==> src/rtl/serial_word_deserializer.sv <==
`default_nettype none
// ============================================================================
// Module   : serial_word_deserializer
// Purpose  : Serial-to-parallel receiver with per-word shift direction,
//            valid/ready output buffer and sticky overrun flag.
// Revision : 1.0 - initial release
// ============================================================================
module serial_word_deserializer #(
  parameter int C_BIT_NUM = 24
) (
  input  logic                 CK,
  input  logic                 RN,
  input  logic                 SIN_VALID,
  input  logic                 SIN,
  input  logic                 DIR,
  input  logic                 START,
  input  logic                 CLR_OVR,
  input  logic                 Q_READY,
  output logic [C_BIT_NUM-1:0] Q,
  output logic                 Q_VALID,
  output logic                 OVERRUN,
  output logic                 BUSY
);

  localparam int CNT_W = $clog2(C_BIT_NUM);
  localparam logic [CNT_W-1:0] CNT_LAST = CNT_W'(C_BIT_NUM - 1);

  typedef enum logic {
    IDLE    = 1'b0,
    COLLECT = 1'b1
  } state_t;

  logic [C_BIT_NUM-1:0] sr, sr_nxt;
  logic [CNT_W-1:0]     cnt, cnt_nxt;
  logic                 dir_l, dir_l_nxt;
  logic [C_BIT_NUM-1:0] q_nxt;
  logic                 q_valid_nxt;
  logic                 overrun_nxt;

  state_t               state;
  logic [CNT_W-1:0]     cnt_eff;
  logic                 dir_eff;
  logic [C_BIT_NUM-1:0] shifted;
  logic                 complete;
  logic                 drop;

  always_ff @(posedge CK) begin
    if (!RN) begin
      sr      <= '0;
      cnt     <= '0;
      dir_l   <= 1'b0;
      Q       <= '0;
      Q_VALID <= 1'b0;
      OVERRUN <= 1'b0;
    end else begin
      sr      <= sr_nxt;
      cnt     <= cnt_nxt;
      dir_l   <= dir_l_nxt;
      Q       <= q_nxt;
      Q_VALID <= q_valid_nxt;
      OVERRUN <= overrun_nxt;
    end
  end

  always_comb begin
    sr_nxt      = sr;
    cnt_nxt     = cnt;
    dir_l_nxt   = dir_l;
    q_nxt       = Q;
    q_valid_nxt = Q_VALID;
    overrun_nxt = OVERRUN;
    drop        = 1'b0;

    state = (cnt == '0) ? IDLE : COLLECT;

    // START behaves as a return to IDLE within the same cycle
    cnt_eff  = START ? '0 : cnt;
    dir_eff  = (START || state == IDLE) ? DIR : dir_l;
    shifted  = dir_eff ? {SIN, sr[C_BIT_NUM-1:1]} : {sr[C_BIT_NUM-2:0], SIN};
    complete = SIN_VALID && (cnt_eff == CNT_LAST);

    if (SIN_VALID) begin
      sr_nxt = shifted;
      if (cnt_eff == '0) begin
        dir_l_nxt = DIR;
      end
      cnt_nxt = complete ? '0 : CNT_W'(cnt_eff + 1'b1);
    end else if (START) begin
      cnt_nxt = '0;
    end

    if (complete) begin
      if (!Q_VALID || Q_READY) begin
        q_nxt       = shifted;
        q_valid_nxt = 1'b1;
      end else begin
        drop = 1'b1;
      end
    end else if (Q_VALID && Q_READY) begin
      q_valid_nxt = 1'b0;
    end

    if (drop) begin
      overrun_nxt = 1'b1;
    end else if (CLR_OVR) begin
      overrun_nxt = 1'b0;
    end
  end

  assign BUSY = (cnt != '0);

endmodule
`default_nettype wire

==> config.mk <==
export PLATFORM = sky130hd
export DESIGN_NAME = serial_word_deserializer
export DESIGN_NICKNAME = d
export VERILOG_FILES = /design/src/rtl/serial_word_deserializer.sv
export SDC_FILE = /design/constraint.sdc
export NUM_CORES = 1
export LEC_CHECK = 0
export ABC_AREA = 1
export BUFFER_PORTS_ARGS = -buffer_cell sky130_fd_sc_hd__buf_2
export CAP_MARGIN = 25
export CORE_UTILIZATION = 50
export DETAILED_ROUTE_END_ITERATION = 8
export PLACE_DENSITY = 0.76
export SLEW_MARGIN = 20
export SYNTH_ARGS = -nofsm -noshare
export SYNTH_HDL_FRONTEND = slang
export SYNTH_SLANG_ARGS = --single-unit
==> constraint.sdc <==
create_clock -name CK -period 1.5 [get_ports CK]
set_clock_uncertainty 0.1 [all_clocks]
set_input_delay 0.3 -clock CK [delete_from_list [all_inputs] [get_ports CK]]
set_output_delay 0.3 -clock CK [all_outputs]
set_load 0.02 [all_outputs]
==> results.env, run 1 <==
DRT_ITER0_MARKERS=296
SETUP_TOTAL_NEGATIVE_SLACK_PS=-4850
PWR-SHARE-COMB=0.108
FINAL_CRITICAL_PATH_SETUP_SLACK_PS=-214
XOR_AND_XNOR_FRACTION_OF_THE_MAPPED_NETLIST_AREA=0
CRIT_PATH_END_KIND='flip-flop'
POWER.DENSITY_CELL_AREA_nW_PER_UM2=729
GRT_REMAINING_OVERFLOW=0
FAILED_CHECKS='setup timing'
FINALWIRELENGTH_UM=8650
SWITCHING_POWER_SHARE_OF_THE_TOTAL=0.252
VIAS=2888
CORE_AREA_SQ_UM=5200
FINAL_NET_COUNT=446
ROUTE.MET2.WL_UM=4350
TRITONCTS_NUM_SINKS=56
YS_SEQ_AREA_FRAC=0.408
POWER_FRAC_CLOCK=0.360
HOLDCRITPATHCLASS='in2reg'
SLEW_VIOL_FINAL=0
PIN_SLEW_WITH_THE_LEAST_HEADROOM_TO_ITS_LIMIT_PS=286
GRT_ANTENNA_BEFORE_REPAIR=0
PIN_COUNT=35
STATUS='complete, but fails checks'
TOTAL_SWITCHING_POWER_uW=711
M1WIRELENGTH_UM=3310
WORST-SETUP-PATH-TYPE='reg2reg'
SYNTH_TOP_FAMILY_BY_AREA='simple AND/OR/NAND/NOR gates'
POST-ROUTE-UTIL=0.745
SYNTH-SIMPLE-AREA-SHARE=0.401
PORT_BUFFERS=34
DIE-AREA_SQ_UM=5800
IR_WORST_VDD_mV=0.459
ROUTE.DETAILED.VIAS_PER_INST=5.70
CTS_HOLD_BUF=0
PLACEMENTROWS=26
GRT_USE_TOTAL=0.250
INTERNAL_POWER_mW=2.11
YS_WARN_COUNT=0
FMAXACHIEVABLE_GHz=0.583
MOSTFREQUENTLAYOUTCELLS='121 x sky130_fd_sc_hd__nand2_1, 54 x sky130_fd_sc_hd__dfxtp_1, 41 x sky130_fd_sc_hd__nand3_2'
DRIVE_GT1_FRAC=0.384
MAXCAPVIOLATIONS=0
POST_SYNTH_FA_HA_MAJ_AREA_FRACTION=0.00910
DRT_DRC_VIOLATIONS_LEFT=0
CRITICAL_PATH_FANOUTS_MAX=13
TRITONCTS='done'
GRT_START_MAX_NET_PINS=26
CLK_LATENCY_PS=310
FP.DIEH_UM=76.2
ANTENNA_CELLS=0
ROUTED-WL-MET3_UM=530
FINAL_CELL_COUNT_NO_FILL=507
SYNTH_INSTANCES=377
NUMBER_OF_GLOBAL_ROUTE_VIAS_BEFORE_REPAIR=2628
POST_LAYOUT_POWER_mW=2.83
LEAKAGE_nW=1.90
SYNTH-COMPOUND-AREA-SHARE=0.0810
ROUTABILITYCONGESTION=0.878
AREAGROWTHSYNTHTOFINISH_PCT=41.0
INITIAL_UTILIZATION=0.528
SYNTH_CELL_TYPES=25
STARTPOINT_TYPE='flip-flop'
FINAL_COMMON_CELL='sky130_fd_sc_hd__nand2_1'
FINALCRITICALPERIOD_PS=1710
FILLCELLCOUNT=342
PLACE.DETAILED.HPWL_UM=4010
CTS-ROOT-BUF='sky130_fd_sc_hd__clkbuf_8'
PERIOD_SHARE=1.14
DETAIL_ROUTE.WL_PER_CELL_UM=17.1
SYNTH_MUX_AREA_FRAC=0
DRT_PASS1_ITERATIONS=5
PLACE.DETAILED.INSTANCES=483
YS_SEQ_ELEMENTS=56
CHIPWIDTH_UM=76.2
ANT_NETS=0
SYN_AVG_CELL_AREA_SQ_UM=7.29
CTS_BUFFER_DEPTH=2
TIMING.SLEW.HEADROOM=0.810
ROUTE.TOP_LAYER_USED='met4'
GRT_FIRST_PASS_WIRELENGTH_UM=11700
HTREE_LEVELS=2
TIMING.CRITICAL_PATH.ARRIVAL_PS=1880
POST_SYN_AREA_SQ_UM=2750
SETUP_VIOLATIONS=47
CTS-BUFFERS-INSERTED=5
POWER.SHARE.SEQUENTIAL=0.532
CP_DATA_REQUIRED_TIME_PS=1660
GRT_SETUP_UNREPAIRED='true'
HOLD_VIOL=0
SYNTHESIS.NETS=387
CLKTRANSATPATHREGS_PS=100
power by group through the flow:
| stage | Clock, mW | Combinational [mW] | Sequential [mW] |
|---|---|---|---|
| CTS | 1.03 | 0.218 | 1.50 |
| finish | 1.02 | 0.305 | 1.50 |
| detailed placement | 0 | 0.203 | 1.54 |
| floorplan | 0 | 0.116 | 1.53 |
| global route | 1.08 | 0.320 | 1.50 |
| global placement | 0 | 0.200 | 1.53 |
cell type report:
class                      instances  area (sq um)  area share
tap                               70          87.6      0.0226
clock buffer                       6          72.6      0.0187
sequential                        56          1120       0.290
inverter                          38           148      0.0381
timing repair buffer              72           703       0.181
multi-input combinational        263          1700       0.439
clock inverter                     2          38.8      0.0100
routing by layer:
layer,global-route usage,up-vias
met4,0.146,0
li1,-,1327
met1,0.280,1361
met3,0.0359,49
met2,0.449,151
met5,0,-
cells by family (layout without fill, tap and decap cells):
family / count (synthesis) / after routing
AOI/OAI and AO/OA: 31 / 31
and+or+nand+nor: 230 / 230
buffers and inverters: 58 / 118
DFF: 56 / 56
adders and majority gates: 2 / 2
metrics by stage:
stage	cell area, sq um	setup WS [ps]	hold WS (ps)
2_1_floorplan	2770	-104	327
3_3_place_gp	3130	-212	341
3_5_place_dp	3130	-266	339
4_1_cts	3430	-167	132
5_1_grt	3880	-291	169
6_report	3880	-214	132
flip-flops by register name, indices dropped and copies added (netlist names):
signal,cells
Q_VALID,1
sr,24
OVERRUN,1
dir_l,1
cnt,5
Q,24
cell usage after synthesis:
cell type / instances / area share
sky130_fd_sc_hd__nand2_1: 133 / 0.18
sky130_fd_sc_hd__dfxtp_1: 56 / 0.41
sky130_fd_sc_hd__nand3_1: 55 / 0.10
sky130_fd_sc_hd__inv_1: 36 / 0.049
sky130_fd_sc_hd__o21a_1: 24 / 0.066
sky130_fd_sc_hd__nand3_2: 22 / 0.080
sky130_fd_sc_hd__nor2_1: 12 / 0.016
sky130_fd_sc_hd__buf_2: 9 / 0.016
sky130_fd_sc_hd__clkbuf_1: 5 / 0.0068
sky130_fd_sc_hd__a21oi_1: 4 / 0.0073
sky130_fd_sc_hd__nand2_2: 3 / 0.0068
sky130_fd_sc_hd__buf_12: 2 / 0.015
sky130_fd_sc_hd__buf_4: 2 / 0.0055
sky130_fd_sc_hd__ha_1: 2 / 0.0091
sky130_fd_sc_hd__nor2_4: 2 / 0.0082
sky130_fd_sc_hd__a211oi_1: 1 / 0.0027
sky130_fd_sc_hd__a32o_1: 1 / 0.0036
sky130_fd_sc_hd__buf_1: 1 / 0.0014
sky130_fd_sc_hd__buf_6: 1 / 0.0041
sky130_fd_sc_hd__clkinv_2: 1 / 0.0018
sky130_fd_sc_hd__inv_2: 1 / 0.0014
sky130_fd_sc_hd__nand2_4: 1 / 0.0041
sky130_fd_sc_hd__nor2_2: 1 / 0.0023
sky130_fd_sc_hd__nor3_1: 1 / 0.0018
sky130_fd_sc_hd__o21ai_0: 1 / 0.0018
what timing repair did:
item / in CTS / in global routing
setup buffers: 7 / 2
gates resized for setup: 15 / 64
cloned: 3 / 7
pin swaps: 10 / 25
setup endpoints to repair: 25 / 54
worst paths after layout:
kind	slack (ps)	startpoint	depth (start not counted)	endpoint
max	-210	cnt[0]	12	Q[8]
min	130	CLR_OVR	4	OVERRUN
max reg2reg	-210	cnt[0]	12	Q[8]
min reg2reg	380	sr[12]	2	sr[12]
worst max-delay path, cell delays in order, from the launching register on:
cell                      delay [ps]
sky130_fd_sc_hd__dfxtp_2         350
sky130_fd_sc_hd__inv_2            40
sky130_fd_sc_hd__nor2_4          110
sky130_fd_sc_hd__ha_4            150
sky130_fd_sc_hd__nand2_4          50
sky130_fd_sc_hd__nor2_4          120
sky130_fd_sc_hd__nand2_4          70
sky130_fd_sc_hd__nor2_4          130
sky130_fd_sc_hd__buf_4           140
sky130_fd_sc_hd__buf_12          130
sky130_fd_sc_hd__o21a_1          120
sky130_fd_sc_hd__nand2_1          80
sky130_fd_sc_hd__inv_1            80
(Power assumes the default switching activity.)
==> run 2, diff against run 1 <==
--- a/config.mk
+++ b/config.mk
@@ -10,5 +10,5 @@
 export CAP_MARGIN = 25
-export CORE_UTILIZATION = 50
+export CORE_UTILIZATION = 52
 export DETAILED_ROUTE_END_ITERATION = 8
-export PLACE_DENSITY = 0.76
+export PLACE_DENSITY = 0.79
 export SLEW_MARGIN = 20
==> constraint.sdc (replaced) <==
create_clock -name CK -period 1.5 [get_ports CK]
set_clock_uncertainty 0.1 [all_clocks]
set_input_delay 0.225 -clock CK [delete_from_list [all_inputs] [get_ports CK]]
set_output_delay 0.225 -clock CK [all_outputs]
set_load 0.02 [all_outputs]
==> run 2 against run 1 <==
The run still ends with setup timing left. Maximum frequency shrank 6.8%. Worst setup slack got worse by 130 ps. Combinational power increased by 8.9%. Via count rose by 3.8%. Wire length is 14% higher. Core utilization increased by 4.1 points. Non-clock buffer count grew 3. Sequential share of layout area shrank 1.0 points. Critical path type unchanged.
==> results.env, run 2 (synthesis results as in run 1) <==
PERIOD_SHARE=1.23
STATUS='complete, but fails checks'
DRIVE_GT1_FRAC=0.416
CRITICAL-PATH-TOP-CELL-BY-COUNT='sky130_fd_sc_hd__nor2_4'
AREAGROWTHSYNTHTOFINISH_PCT=46.0
STARTPOINT_TYPE='flip-flop'
CRIT_PATH_END_KIND='flip-flop'
DIE-AREA_SQ_UM=5580
GRT_FIRST_PASS_WIRELENGTH_UM=11800
CLKTRANSATPATHREGS_PS=100
PLACEMENTROWS=26
PLACE.DETAILED.HPWL_UM=4070
DRT_DRC_VIOLATIONS_LEFT=0
FINAL_NET_COUNT=449
POST_LAYOUT_POWER_mW=2.71
CTS_BUFFER_DEPTH=2
SETUP_VIOLATIONS=54
VIAS=2998
CORE_AREA_SQ_UM=5110
FINAL_COMMON_CELL='sky130_fd_sc_hd__nand2_1'
GRT_SETUP_UNREPAIRED='true'
ROUTABILITYCONGESTION=0.812
FINALWIRELENGTH_UM=9890
GRT_ANTENNA_BEFORE_REPAIR=0
REGISTERS_WITH_THE_MOST_FLIP_FLOPS='Q x24, sr x24, cnt x5'
WORST_HOLD_PATH.ENDPOINT='OVERRUN'
ANTENNA_CELLS=0
CTS-BUFFERS-INSERTED=5
GRT_START_MAX_NET_PINS=26
SLEW_VIOL_FINAL=0
MIN_PATH_CELLS=4
HOLDCRITPATHCLASS='in2reg'
CHIPWIDTH_UM=74.7
PORT_BUFFERS=34
GRT_REMAINING_OVERFLOW=0
GRT_USE_TOTAL=0.279
CLK_LATENCY_PS=330
DRT_ITER0_MARKERS=303
LEAKAGE_nW=1.93
CRITICAL-PATH-SLOWEST-CELL='sky130_fd_sc_hd__dfxtp_2'
WORST-SETUP-PATH-TYPE='reg2reg'
FAILED_CHECKS='setup timing'
NUMBER_OF_GLOBAL_ROUTE_VIAS_BEFORE_REPAIR=2515
WORST_PATH_LARGEST_CELL_DELAY_PS=350
WORST_R2R_DST='Q[19]'
ANT_NETS=0
TIMING.HOLD.WORST.START='CLR_OVR'
DRT_PASS1_ITERATIONS=7
HOLD_VIOL=0
REGTOREGSETUPSLACK_PS=-340
REGTOREGSTARTPOINT='cnt[0]'
FINAL_CRITICAL_PATH_SETUP_SLACK_PS=-339
PIN_SLEW_WITH_THE_LEAST_HEADROOM_TO_ITS_LIMIT_PS=525
ROUTE.DETAILED.VIAS_PER_INST=5.88
HTREE_LEVELS=2
TIMING.SLEW.HEADROOM=0.649
CRITICAL_PATH_FANOUTS_MAX=5
R2R_CELLS=12
DETAIL_ROUTE.WL_PER_CELL_UM=19.4
TRITONCTS='done'
CTS_HOLD_BUF=0
MAXCAPVIOLATIONS=0
POST-ROUTE-UTIL=0.786
INITIAL_UTILIZATION=0.538
FILLCELLCOUNT=291
MOSTFREQUENTLAYOUTCELLS='114 x sky130_fd_sc_hd__nand2_1, 54 x sky130_fd_sc_hd__dfxtp_1, 39 x sky130_fd_sc_hd__nand3_2'
PIN_COUNT=35
POWER.DENSITY_CELL_AREA_nW_PER_UM2=675
TRITONCTS_NUM_SINKS=56
IR_WORST_VDD_mV=0.456
CRITICAL_PATH.CELL_CHAIN='inv_2 -> nor2_4 -> ha_4 -> nand2_4 -> nor2_4 -> nand2_4 -> nor2_4 -> buf_4 -> buf_6 -> o21a_1 -> nand2_2 -> inv_1'
CP_DATA_REQUIRED_TIME_PS=1670
CTS-ROOT-BUF='sky130_fd_sc_hd__clkbuf_8'
FP.DIEH_UM=74.7
FMAXACHIEVABLE_GHz=0.544
FINALCRITICALPERIOD_PS=1840
TIMING.CRITICAL_PATH.ARRIVAL_PS=2010
run 2: cell count changes in the layout (fill, tap and decap cells not counted), moves of 2 or more:
cell                       delta
sky130_fd_sc_hd__buf_16       +2
sky130_fd_sc_hd__buf_6        +2
sky130_fd_sc_hd__clkinv_2     +2
sky130_fd_sc_hd__nand2_1      -7
sky130_fd_sc_hd__nand2_2      +7
sky130_fd_sc_hd__nand3_1      -5
sky130_fd_sc_hd__nand3_2      -2
sky130_fd_sc_hd__nand3_4      +7
run 2: worst max path at each step:
stage                start     to  slack, ps  depth (start not counted)
floorplan           cnt[0]  Q[10]       -100                         12
global placement     START  Q[15]       -190                         13
detailed placement   START  Q[21]       -250                         13
CTS                 cnt[0]   Q[8]       -130                         12
global route        cnt[0]  Q[19]       -410                         12
finish              cnt[0]  Q[19]       -340                         12
run 2: layout make-up:
class	count	area, sq um	area share
multi-input cells	263	1800	0.449
flip-flops and latches	56	1120	0.280
repair buffers	75	768	0.191
inverters	38	144	0.0358
well taps	70	87.6	0.0218
clock buffers	5	68.8	0.0171
clock inverters	3	21.3	0.00530
run 2: stage by stage:
stage	std cells	TNS (ps)	hold slack [ps]	area (sq um)	setup WS, ps
after floorplan	377	-2240	260	2760	-104
after global placement	482	-4930	340	3130	-191
after detailed placement	482	-6500	351	3130	-249
after CTS	503	-4520	43.3	3580	-131
after global routing	510	-17140	61.6	4020	-407
final	510	-13810	38.9	4020	-339
run 2: where the power goes:
part	internal [mW]	switching [mW]	leakage, nW
combinational	0.121	0.211	1.43
sequential	1.50	0.00991	0.452
clock	0.333	0.542	0.0445
total	1.95	0.763	1.93
run 2: timing repair:
item	in CTS	in global routing
cloned	5	5
setup buffers	8	4
pin swaps	3	47
gates resized for setup	38	71
setup endpoints to repair	49	54
run 2: metal layers:
metal	track usage	part of all wire	vias up
met4	0.182	0.056	0
met2	0.462	0.48	217
met3	0.0428	0.086	64
li1	-	-	1331
met5	0	0	-
met1	0.338	0.37	1386
run 2: worst max-delay path: cells and delay by family (launching register included):
kind	cells	cell delay (ps)
AOI/OAI and AO/OA	1	160
buffers and inverters	4	370
and+or+nand+nor	6	650
adders and majority gates	1	160
DFF	1	350
==> run 3, diff against run 2 <==
- ABC_AREA: 1 -> not set
- CORE_UTILIZATION: 52 -> 50
- PLACE_DENSITY: 0.79 -> 0.77
==> run 3 against run 2 <==
The flow finishes with violations (DRC, setup timing). Die area fell by 9.2%. Power rose by 8.0%. Non-clock buffer count fell by 12. Sequential cell count did not move. Register-to-register slack barely moved. Clock power rose by 18%. Sequential share of layout area rose by 8.7 points. Core utilization fell by 9.7 points. Critical path type is now reg2out. Largest cell class unchanged. Largest power group unchanged.
==> results.env, run 3 <==
STATUS='complete, but fails checks'
FAILED_CHECKS='DRC, setup timing'
CTS-BUFFERS-INSERTED=5
MOSTFREQUENTLAYOUTCELLS='53 x sky130_fd_sc_hd__dfxtp_1, 48 x sky130_fd_sc_hd__a31oi_1, 47 x sky130_fd_sc_hd__o21ai_0'
FINAL_CELL_COUNT_NO_FILL=366
ASYNC_RESET_FF_FRAC=0
DRT_ITER0_MARKERS=174
TRITONCTS_NUM_SINKS=56
FMAXACHIEVABLE_GHz=0.543
FINALWIRELENGTH_UM=5870
SYNTH_INSTANCES=269
PORT_BUFFERS=34
ROUTE.DETAILED.VIAS_PER_INST=6.21
POST_SYN_AREA_SQ_UM=2390
SLEW_VIOL_FINAL=0
CHIPWIDTH_UM=71.2
GRT_SETUP_UNREPAIRED='true'
PLACEMENTROWS=24
HOLD_WS_PS=93.9
INITIAL_UTILIZATION=0.535
FILLCELLCOUNT=356
DP_SLACK_PS=-299
VIAS=2274
SETUP_TOTAL_NEGATIVE_SLACK_PS=-13820
DRT_DRC_VIOLATIONS_LEFT=1
GRT_ANTENNA_BEFORE_REPAIR=0
DETAIL_ROUTE.WL_PER_CELL_UM=16.0
CRIT_PATH_END_KIND='output pin'
CLKTRANSATPATHREGS_PS=100
MULTI_INPUT_COMB_AREA_SQ_UM=1260
PLACE.DETAILED.INSTANCES=352
FINAL_CRITICAL_PATH_SETUP_SLACK_PS=-343
NETLIST_TOP_CELLS_AREA='sky130_fd_sc_hd__dfxtp_1 47%, sky130_fd_sc_hd__o21ai_0 13%, sky130_fd_sc_hd__a31oi_1 13%, sky130_fd_sc_hd__nand3_1 4.0%, sky130_fd_sc_hd__clkbuf_1 2.7%'
SYNTH_TOP_CELLS_BY_COUNT='63 x sky130_fd_sc_hd__o21ai_0, 56 x sky130_fd_sc_hd__dfxtp_1, 48 x sky130_fd_sc_hd__a31oi_1, 19 x sky130_fd_sc_hd__nand3_1, 17 x sky130_fd_sc_hd__clkbuf_1'
GRT_START_MAX_NET_PINS=56
LARGEST_AREA_CONTRIBUTOR_IN_THE_SYNTHESIZED_NETLIST='sky130_fd_sc_hd__dfxtp_1'
POST-ROUTE-UTIL=0.689
CTS_BUFFER_DEPTH=2
CRITICAL-PATH-SLOWEST-CELL='sky130_fd_sc_hd__or3_4'
SETUP_VIOLATIONS=51
PIN_COUNT=35
YS_WARN_COUNT=0
TIMING.CRITICAL_PATH.ARRIVAL_PS=1520
PERIOD_SHARE=1.23
FINAL_NET_COUNT=323
POST_LAYOUT_POWER_mW=2.93
YS_SEQ_AREA_FRAC=0.468
IR_WORST_VDD_mV=0.731
CRITICAL_PATH.N_BUFFERS_INVERTERS=1
FP.DIEH_UM=71.2
DRT_PASS1_ITERATIONS=6
CLK_LATENCY_PS=320
FINALCRITICALPERIOD_PS=1840
GRT_REMAINING_OVERFLOW=0
SYN_AVG_CELL_AREA_SQ_UM=8.90
LEAKAGE_nW=1.16
FINAL_COMMON_CELL='sky130_fd_sc_hd__dfxtp_1'
EDFF_COUNT_SYNTH=0
MOST_COMMON_CELL_IN_THE_NETLIST='sky130_fd_sc_hd__o21ai_0'
WORST_PATH_LARGEST_CELL_DELAY_PS=400
HTREE_LEVELS=2
CORE_AREA_SQ_UM=4470
TRITONCTS='done'
ROUTABILITYCONGESTION=0.760
GRT_FIRST_PASS_WIRELENGTH_UM=9800
CRITICAL-PATH-TOP-CELL-BY-COUNT='sky130_fd_sc_hd__or3_4'
POSTPLACECELLAREA_SQ_UM=2840
POWER.DENSITY_CELL_AREA_nW_PER_UM2=950
YS_SEQ_ELEMENTS=56
SEQUENTIAL_CELL_AREA_SQ_UM=1130
CTS_HOLD_BUF=0
PLACE.DETAILED.HPWL_UM=3410
ANTENNA_CELLS=0
HOLDCRITPATHCLASS='in2reg'
SYNTHESIS.NETS=279
WORST-SETUP-PATH-TYPE='reg2out'
CRITICAL_PATH_FANOUTS_MAX=3
GRT_USE_TOTAL=0.240
CRITICAL_PATH.CELL_CHAIN='or3_4 -> or3_4 -> buf_6'
FIN_AREA_SQ_UM=3080
MAXCAPVIOLATIONS=0
SYNTH_TOP_AREA_FRAC=0.468
SYNTH_CELL_TYPES=34
DRIVE_GT1_FRAC=0.334
CP_DATA_REQUIRED_TIME_PS=1170
PATH_DELAY_FAMILY='simple AND/OR/NAND/NOR gates'
AREAGROWTHSYNTHTOFINISH_PCT=28.8
PIN_SLEW_WITH_THE_LEAST_HEADROOM_TO_ITS_LIMIT_PS=474
CTS-ROOT-BUF='sky130_fd_sc_hd__clkbuf_8'
STARTPOINT_TYPE='flip-flop'
TIMING.SLEW.HEADROOM=0.684
HOLD_VIOL=0
DOMINANTREGCELLSYNTH='sky130_fd_sc_hd__dfxtp_1'
ANT_NETS=0
NUMBER_OF_GLOBAL_ROUTE_VIAS_BEFORE_REPAIR=2193
DIE-AREA_SQ_UM=5070
REGISTERS_WITH_THE_MOST_FLIP_FLOPS='Q x24, sr x24, cnt x5'
## run 3: cell families (layout without fill, tap and decap cells)
kind of cell             count (synthesis)  count (layout)  share of synthesized area
AO/OA/AOI/OAI                          129             129                      0.316
XOR/XNOR                                 3               3                     0.0110
adder cells (fa/ha/maj)                  2               2                     0.0105
buffers and inverters                   29              74                     0.0627
flip-flops                              56              56                      0.468
multiplexers                             1               1                    0.00418
AND/OR/NAND/NOR                         49              49                      0.128
## run 3: path summary, 6_finish.rpt
kind / start / cells after the start / end / slack, ps
setup reg to reg: cnt[2] / 6 / Q[14] / -330
hold reg to reg: sr[0] / 2 / Q[1] / 410
setup / recovery: cnt[2] / 3 / BUSY / -340
hold / removal: SIN / 3 / sr[23] / 90
## run 3: final cells by class
cell class                      instances  area share
Clock buffer                            5      0.0223
Clock inverter                          3      0.0150
Inverter                                3     0.00365
Multi-Input combinational cell        184       0.409
Sequential cell                        56       0.366
Tap cell                               52      0.0211
Timing Repair Buffer                   63       0.163
## run 3: what timing repair did
| item | 4_1_cts | 5_1_grt |
|---|---|---|
| buffers inserted | 4 | 3 |
| gates resized for setup | 10 | 11 |
| cloned | 0 | 1 |
| setup endpoints to repair | 53 | 55 |
| pin swaps | 5 | 4 |
## run 3: tightest hold or removal path, delay by kind of cell
| family | cells | cell delay (ps) |
|---|---|---|
| AOI/OAI and AO/OA | 2 | 140 |
| buffers and inverters | 1 | 110 |
## run 3: layer usage
| layer | GRT usage | wire length [um] |
|---|---|---|
| met1 | 0.312 | 2590 |
| met2 | 0.392 | 2770 |
| met3 | 0.0556 | 367 |
| met4 | 0.0844 | 138 |
| met5 | 0 | 0 |
## run 3: power breakdown
group	switching [mW]	internal, mW	total [mW]
Clock	0.521	0.507	1.03
Sequential	0.0380	1.53	1.57
Combinational	0.192	0.138	0.331
